`src/rtl/lcd_update_arbiter_if.sv`:
```
// Handshake bundle between the update requesters, the LCD arbiter and the LCD driver.
// The arbiter uses the slave modport; the requester/driver side uses master.
interface lcd_update_arbiter_if #(
  parameter int NREQ = 3
);
  logic [NREQ-1:0]   req_valid;
  logic [6*NREQ-1:0] req_data;
  logic [NREQ-1:0]   req_ack;
  logic [NREQ-1:0]   req_drop;
  logic [2:0]        lcd_face;
  logic [2:0]        lcd_icon;
  logic              lcd_start;
  logic              lcd_done;
  logic              busy;
  logic              timeout_err;

  modport master (
    output req_valid, req_data, lcd_done,
    input  req_ack, req_drop, lcd_face, lcd_icon, lcd_start, busy, timeout_err
  );

  modport slave (
    input  req_valid, req_data, lcd_done,
    output req_ack, req_drop, lcd_face, lcd_icon, lcd_start, busy, timeout_err
  );
endinterface

```
`src/rtl/lcd_update_arbiter.sv`:
```
// Round-robin arbiter sharing the pet LCD driver among NREQ update requesters.
// Define LCD_ARB_COALESCE_EN to let a repeated request overwrite its pending payload instead of dropping it.
module lcd_update_arbiter #(
  parameter int NREQ        = 3,
  parameter int TIMEOUT_CYC = 2_000_000
) (
  input logic                 clk,
  input logic                 rst,
  lcd_update_arbiter_if.slave bus
);
  localparam int GW = (NREQ > 1) ? $clog2(NREQ) : 1;
  localparam int TW = (TIMEOUT_CYC > 1) ? $clog2(TIMEOUT_CYC) : 1;

  typedef enum logic [1:0] {IDLE, START, BUSY, ACK} state_t;

  state_t          state;
  logic [NREQ-1:0] pend;
  logic [5:0]      pay [NREQ];
  logic [GW-1:0]   last_grant;
  logic [GW-1:0]   cur;
  logic [TW-1:0]   timer;
  logic [GW-1:0]   winner;
  logic            found;
  logic [NREQ-1:0] clr;
  logic [NREQ-1:0] ack_q;
  logic [NREQ-1:0] drop_q;
  logic [2:0]      face_q;
  logic [2:0]      icon_q;
  logic            start_q;
  logic            busy_q;
  logic            to_q;

  // First pending requester strictly after the previous grant, wrapping around.
  always_comb begin
    int idx;
    winner = '0;
    found  = 1'b0;
    idx    = 0;
    for (int k = 1; k <= NREQ; k++) begin
      idx = (int'(last_grant) + k) % NREQ;
      if (!found && pend[GW'(idx)]) begin
        found  = 1'b1;
        winner = GW'(idx);
      end
    end
  end

  assign clr = (state == IDLE && found) ? (NREQ'(1) << winner) : '0;

  // A request landing on its own grant-clear edge is a fresh capture, never a drop.
  always_ff @(posedge clk) begin
    if (!rst) begin
      pend   <= '0;
      drop_q <= '0;
      for (int i = 0; i < NREQ; i++) pay[i] <= '0;
    end else begin
      pend <= (pend & ~clr) | bus.req_valid;
`ifdef LCD_ARB_COALESCE_EN
      drop_q <= '0;
      for (int i = 0; i < NREQ; i++)
        if (bus.req_valid[i]) pay[i] <= bus.req_data[6*i +: 6];
`else
      drop_q <= bus.req_valid & pend & ~clr;
      for (int i = 0; i < NREQ; i++)
        if (bus.req_valid[i] && (clr[i] || !pend[i])) pay[i] <= bus.req_data[6*i +: 6];
`endif
    end
  end

  always_ff @(posedge clk) begin
    if (!rst) begin
      state       <= IDLE;
      last_grant  <= GW'(NREQ - 1);
      cur         <= '0;
      timer       <= '0;
      face_q      <= '0;
      icon_q      <= '0;
      start_q     <= 1'b0;
      busy_q      <= 1'b0;
      to_q        <= 1'b0;
      ack_q       <= '0;
    end else begin
      start_q <= 1'b0;
      to_q    <= 1'b0;
      ack_q   <= '0;
      case (state)
        IDLE: begin
          if (found) begin
            face_q  <= pay[winner][5:3];
            icon_q  <= pay[winner][2:0];
            cur     <= winner;
            start_q <= 1'b1;
            busy_q  <= 1'b1;
            state   <= START;
          end
        end
        START: begin
          timer <= '0;
          state <= BUSY;
        end
        BUSY: begin
          if (timer != '1) timer <= timer + 1'b1;
          // Done on the expiry cycle still wins over the timeout.
          if (bus.lcd_done) begin
            ack_q <= NREQ'(1) << cur;
            state <= ACK;
          end else if (timer == TW'(TIMEOUT_CYC - 1)) begin
            to_q  <= 1'b1;
            ack_q <= NREQ'(1) << cur;
            state <= ACK;
          end
        end
        ACK: begin
          last_grant <= cur;
          busy_q     <= 1'b0;
          state      <= IDLE;
        end
        default: state <= IDLE;
      endcase
    end
  end

  assign bus.req_ack     = ack_q;
  assign bus.req_drop    = drop_q;
  assign bus.lcd_face    = face_q;
  assign bus.lcd_icon    = icon_q;
  assign bus.lcd_start   = start_q;
  assign bus.busy        = busy_q;
  assign bus.timeout_err = to_q;
endmodule

```
`src/flat_wrapper.sv`:
```
// flat-port wrapper written by rule: the top's interface ports become plain ports
module lcd_update_arbiter_flat 
#(
  parameter int NREQ        = 3,
  parameter int TIMEOUT_CYC = 2_000_000
)
  (clk, rst, bus_req_valid, bus_req_data, bus_lcd_done, bus_req_ack, bus_req_drop, bus_lcd_face, bus_lcd_icon, bus_lcd_start, bus_busy, bus_timeout_err);
  lcd_update_arbiter_if #(.NREQ(NREQ)) bus_i ();
  input logic clk;
  input logic rst;
  input wire logic [$bits(bus_i.req_valid)-1:0] bus_req_valid;
  input wire logic [$bits(bus_i.req_data)-1:0] bus_req_data;
  input wire logic [$bits(bus_i.lcd_done)-1:0] bus_lcd_done;
  output wire logic [$bits(bus_i.req_ack)-1:0] bus_req_ack;
  output wire logic [$bits(bus_i.req_drop)-1:0] bus_req_drop;
  output wire logic [$bits(bus_i.lcd_face)-1:0] bus_lcd_face;
  output wire logic [$bits(bus_i.lcd_icon)-1:0] bus_lcd_icon;
  output wire logic [$bits(bus_i.lcd_start)-1:0] bus_lcd_start;
  output wire logic [$bits(bus_i.busy)-1:0] bus_busy;
  output wire logic [$bits(bus_i.timeout_err)-1:0] bus_timeout_err;
  assign bus_i.req_valid = bus_req_valid;
  assign bus_i.req_data = bus_req_data;
  assign bus_i.lcd_done = bus_lcd_done;
  assign bus_req_ack = bus_i.req_ack;
  assign bus_req_drop = bus_i.req_drop;
  assign bus_lcd_face = bus_i.lcd_face;
  assign bus_lcd_icon = bus_i.lcd_icon;
  assign bus_lcd_start = bus_i.lcd_start;
  assign bus_busy = bus_i.busy;
  assign bus_timeout_err = bus_i.timeout_err;
  lcd_update_arbiter #(.NREQ(NREQ), .TIMEOUT_CYC(TIMEOUT_CYC)) u_core (.clk(clk), .rst(rst), .bus(bus_i));
endmodule
```
`config.mk`:
```
export PLATFORM = sky130hd
export DESIGN_NAME = lcd_update_arbiter_flat
export DESIGN_NICKNAME = d
export VERILOG_FILES = /design/src/rtl/lcd_update_arbiter_if.sv /design/src/rtl/lcd_update_arbiter.sv /design/src/flat_wrapper.sv
export SDC_FILE = /design/constraint.sdc
export NUM_CORES = 1
export LEC_CHECK = 0
export BUFFER_PORTS_ARGS = -buffer_cell sky130_fd_sc_hd__buf_2
export CORE_UTILIZATION = 57
export CTS_CLUSTER_SIZE = 12
export DETAILED_ROUTE_END_ITERATION = 7
export PLACE_DENSITY = 0.87
export SLEW_MARGIN = 20
export SYNTH_ARGS = -nofsm -noshare
export SYNTH_HDL_FRONTEND = slang
export SYNTH_SLANG_ARGS = --single-unit
```
`constraint.sdc`:
```
create_clock -name clk -period 3.4 [get_ports clk]
set_clock_uncertainty 0.15 [all_clocks]
set_input_delay 0.17 -clock clk [delete_from_list [all_inputs] [get_ports clk]]
set_output_delay 0.17 -clock clk [all_outputs]
set_load 0.005 [all_outputs]
```
Yosys cells after proc, flatten, opt, wreduce, memory -nomap -nowiden

Memories as Yosys holds them, arrays and structs flattened. A register that Yosys moved wholly into a read port is not among the register bits.
Cells that the tools add are included.
Widths: inputs -> output; s select.

$add $sub $neg: 4
Div/mod/pow operators: 3
Magnitude comparators: 3
Equal/unequal tests: 8
Shifts and indexed selects: 2
Muxes and demuxes: 41
Bitwise logic cells: 10
Reductions and logical operators: 25

Operators by type and width:

| kind                  | count |
|---|---|
| $mod 32x3->32 const B | 3 |
| $pmux 21 s2           | 1 |
| $mux 1                | 22 |
| $add 21x1->21 const B | 1 |
| $eq 21x21->1 const B  | 1 |
| $mux 21               | 1 |
| $ne 21x21->1 const B  | 1 |
| $mux 6                | 3 |
| $lt 2x4->1 const B    | 3 |
| $mux 2                | 6 |
| $reduce_and 2->1      | 6 |
| $and 3x3->3           | 3 |
| $mux 3                | 3 |
| $pmux 2 s4            | 1 |
| $add 2x2->3 const B   | 2 |
| $bmux 1 s2            | 3 |
| $logic_and 1x1->1     | 6 |
| $logic_not 1->1       | 6 |
| $shl 1x2->3 const A   | 2 |
| $eq 2x2->1 const B    | 2 |
| $ne 2x1->1 const B    | 2 |
| $reduce_bool 2->1     | 2 |
| $add 2x1->3 const B   | 1 |
| $logic_or 1x1->1      | 3 |
| other kinds (9)       | 12 |

Register bits after elaboration: 39
Memory bits (writable): 18
Input port bits: 24
Word-level logic and storage cells: 107
Memories: 1

Memory list:

| memory     | words | width | read ports | clocked after Yosys merged registers in | write ports | RTL line                 | RTL |
|---|---|---|---|---|---|---|---|
| u_core.pay | 3     | 6     | 1          | 1                                       | 3           | lcd_update_arbiter.sv:18 | `logic [5:0] pay [NREQ];` |

Depth between registers and ports, before layout

Depth after elaboration: 20
Mapped depth: 12

Worst setup path after synthesis

Ideal clock, no wire load.

Path type: register to register
Start: register u_core.last_grant[0]
End: memory u_core.pay[0][0] (data pin)
Library setup time: 0.254 ns
Arrival time: 2.517 ns
Data required time: 2.996 ns
Slack: 0.479 ns
Cell stages (with the launch flop): 12
Path buffers: 2
Cells stage by stage: dfxtp_1 inv_1 ha_1 buf_2 nand3b_1 o21ai_0 o31ai_1 a21oi_1 a21bo_2 a222oi_1 buf_4 nor2b_1

RTL lines:

| item                   | RTL line                  | RTL |
|---|---|---|
| from (decl)            | lcd_update_arbiter.sv:19  | `logic [GW-1:0] last_grant;` |
| from (signal assigned) | lcd_update_arbiter.sv:73  | `last_grant <= GW'(NREQ - 1);` |
| from (signal assigned) | lcd_update_arbiter.sv:114 | `last_grant <= cur;` |
| to (decl)              | lcd_update_arbiter.sv:18  |  |

==> impl_metrics.ini <==
[timing]
period_needed_ns = 3.256
grt_setup_unrepaired = false
maxSlewViolCount = 0
hold_viol = 0
fmax_mhz = 307.1
relSlewSlack = 0.5441
tns_ns = 0
finalSetupViolCount = 0
min_period_over_period = 0.9576
worstMarginPinSlew_ns = 0.6814

[synth]
avgSynthCellArea_sq_um = 9.378
synth_cell_type_count = 45
synth_area_leaders = dfxtp_1 30%, edfxtp_1 18%, mux2i_1 4.3%, ha_1 4.2%, a21oi_1 3.8%
synthCells = 319
syn-cell-area_sq_mm = 0.002992
ys_warn_count = 0
synthFlopType = dfxtp_1
synth_seq_cells = 63
yosysTopAreaCellShare = 0.3011
async_flop_share = 0
synth_edf_count = 18
yosysTopAreaCell = dfxtp_1
synth_fp_nets = 353
ys_seq_area_frac = 0.4818

[critical_path]
worstPathArrival_ns = 3.22
crit_required_ns = 3.36
endpoint_kind = flip-flop
critPathLaunchType = flip-flop
r2r_cells = 10
cp_max_fo = 18
crit_type = flip-flop to flip-flop

[grt]
globalRouteTotalUtil = 0.2643
grt_pass1_vias = 2356
grt_pass1_wl_um = 10670
overflow = 0
antenna_found_initial = 0
grt_start_max_net_pins = 19

[min_path]
hold_path_class = primary input to flip-flop
hold_depth = 2

[floorplan]
die_h_um = 74.45
die-area_sq_mm = 0.005542
num_io_pins = 39
placementRows = 26
coreArea_sq_mm = 0.005075
start_util = 0.5895
die_w_um = 74.45

[placement]
placed_cell_area_sq_mm = 0.003249
dpl.cell_count = 420
gp_congestion = 0.8523
portBuffers = 38
dp_hpwl_um = 4631

[outcome]
status = completed

[clocking]
cts_root_buf = clkbuf_8
clk_path_buf_depth = 2
numCtsBuffers = 9
cts.sinks = 63
htreeDepth = 3
clock_latency_ns = 0.35
cts_setup_buffers = 0
clkSlewWorstSetupHoldPaths_ns = 0.07
tritoncts = done

[cells_and_area]
n_antenna_cell = 0
nFillCells = 389
final_area_sq_mm = 0.003637
seq_area_sq_mm = 0.001441
layout.nets = 415
stdcell_count = 456
drive_gt1_frac = 0.1632
syn_to_final_growth_pct = 21.58
multi_input_area_sq_mm = 0.001438

[pwr]
ir_worst_vdd_v = 0.0003846
swShare = 0.3245
power_frac_seq = 0.435
switching_power_uw = 696.5
clockPowerShare = 0.293
power_frac_comb = 0.272
power_density_mw_per_mm2 = 590.1
intPower_mw = 1.450
p_leak_nw = 1.504

[routing]
wire_per_inst_um = 15.29
routed_wl_um = 6971
dr.pass1.iters = 5
drt_iter0_markers = 152
vias = 2572
viasPerCell = 5.640
antenna_left = 0
drc = 0

[run]
maxCapViolCount = 0
-- layout make-up --
| type | instances | area share |
|---|---|---|
| repair buffers | 62 | 0.1156 |
| clock inverters | 7 | 0.01720 |
| multi-input cells | 228 | 0.3953 |
| inverters | 17 | 0.01754 |
| well taps | 70 | 0.02408 |
| flip-flops and latches | 63 | 0.3963 |
| clock buffers | 9 | 0.03406 |
-- critical path, cell delays in order, from the launching register on --
cell      delay [ns]
dfxtp_1         0.39
inv_1           0.08
ha_1            0.41
nand3b_1        0.19
o21ai_0         0.10
o31ai_1         0.37
a21oi_1         0.23
a21bo_2         0.31
a222oi_1        0.28
buf_4           0.28
and2b_1         0.21
-- placed cells by master, fill, tap and decap left out, types with 6 or more instances in the layout --
master / count
inv_1: 17
ha_1: 10
a21oi_1: 23
buf_2: 38
nor2_1: 28
o21ai_0: 23
or3_1: 7
dfxtp_1: 45
nand3_1: 6
and2b_1: 9
nor2b_1: 10
mux2i_1: 13
and2_1: 7
nand2_1: 18
a22oi_1: 8
dlygate4sd3_1: 20
edfxtp_1: 18
nor3_1: 10
clkbuf_8: 9
-- repair_timing --
item                       in CTS  in global routing
hold buffers                   19                  1
gates resized for setup         0                  1
setup endpoints to repair       0                  8
hold endpoints to repair       22                  1
-- registers in the layout, summed over array words and instances (netlist names) --
signal                  flops
u_core.state                2
u_core.last_grant           2
u_core.bus.req_drop         3
u_core.timer               21
u_core.bus.req_ack          3
u_core.pay                 18
u_core.bus.timeout_err      1
u_core.bus.busy             1
u_core.bus.lcd_face         3
u_core.cur                  2
u_core.pend                 3
u_core.bus.lcd_icon         3
u_core.bus.lcd_start        1
-- kinds of logic after synthesis --
logic type	share of synthesized area
AOI/OAI and AO/OA	0.1464
xor gates and xnor gates	0.01757
adders and majority gates	0.04182
buffers and inverters	0.03806
DFF	0.4818
muxes	0.04349
and+or+nand+nor	0.2309
-- per-layer routing --
layer | track usage | wire length [um] | up-vias
met1 | 0.3239 | 3075 | 1217
met3 | 0.08672 | 332 | 21
li1 | - | - | 1261
met4 | 0.1468 | 234 | 0
met2 | 0.4104 | 3328 | 73
met5 | 0 | 0 | -
-- synth_stat cells, drive strengths merged (4+ instances only) --
master   n
ha      10
mux2i   13
nand2   18
or3      7
and2b    9
edfxtp  18
clkbuf   8
o21ai   27
inv     17
nor3    10
a22oi    8
nor2    28
nand4    5
dfxtp   45
nor2b   10
nor3b    4
and3     5
nand3    6
a21oi   23
and2     7
-- power groups by stage --
stage | registers (mW) | clock network (mW) | logic (mW)
after global routing | 0.942 | 0.674 | 0.643
final | 0.934 | 0.629 | 0.584
after CTS | 0.932 | 0.634 | 0.573
after floorplan | 0.937 | 0 | 0.384
after global placement | 0.941 | 0 | 0.527
after detailed placement | 0.949 | 0 | 0.549
-- final timing paths --
path | to | slack, ns | startpoint
max | u_core.pay[2][0] | 0.14 | u_core.last_grant[0]
min | u_core.pay[1][2] | 0.02 | bus_req_data[8]
max reg2reg | u_core.pay[2][0] | 0.14 | u_core.last_grant[0]
min reg2reg | u_core.bus.busy | 0.30 | u_core.bus.busy
-- through the flow --
stage | power (mW) | setup WS (ns) | utilization | hold slack (ns)
finish | 2.146 | 0.1440 | 0.7167 | 0.01572
detailed placement | 1.498 | 0.1354 | 0.6403 | 0.2067
CTS | 2.138 | 0.1250 | 0.7145 | 0.003296
global route | 2.260 | 0.02863 | 0.7167 | 0.003550
global placement | 1.468 | 0.3549 | 0.6403 | 0.2013
floorplan | 1.321 | 0.4789 | - | 0.09933
No activity file was read; power rests on OpenSTA's default activity.
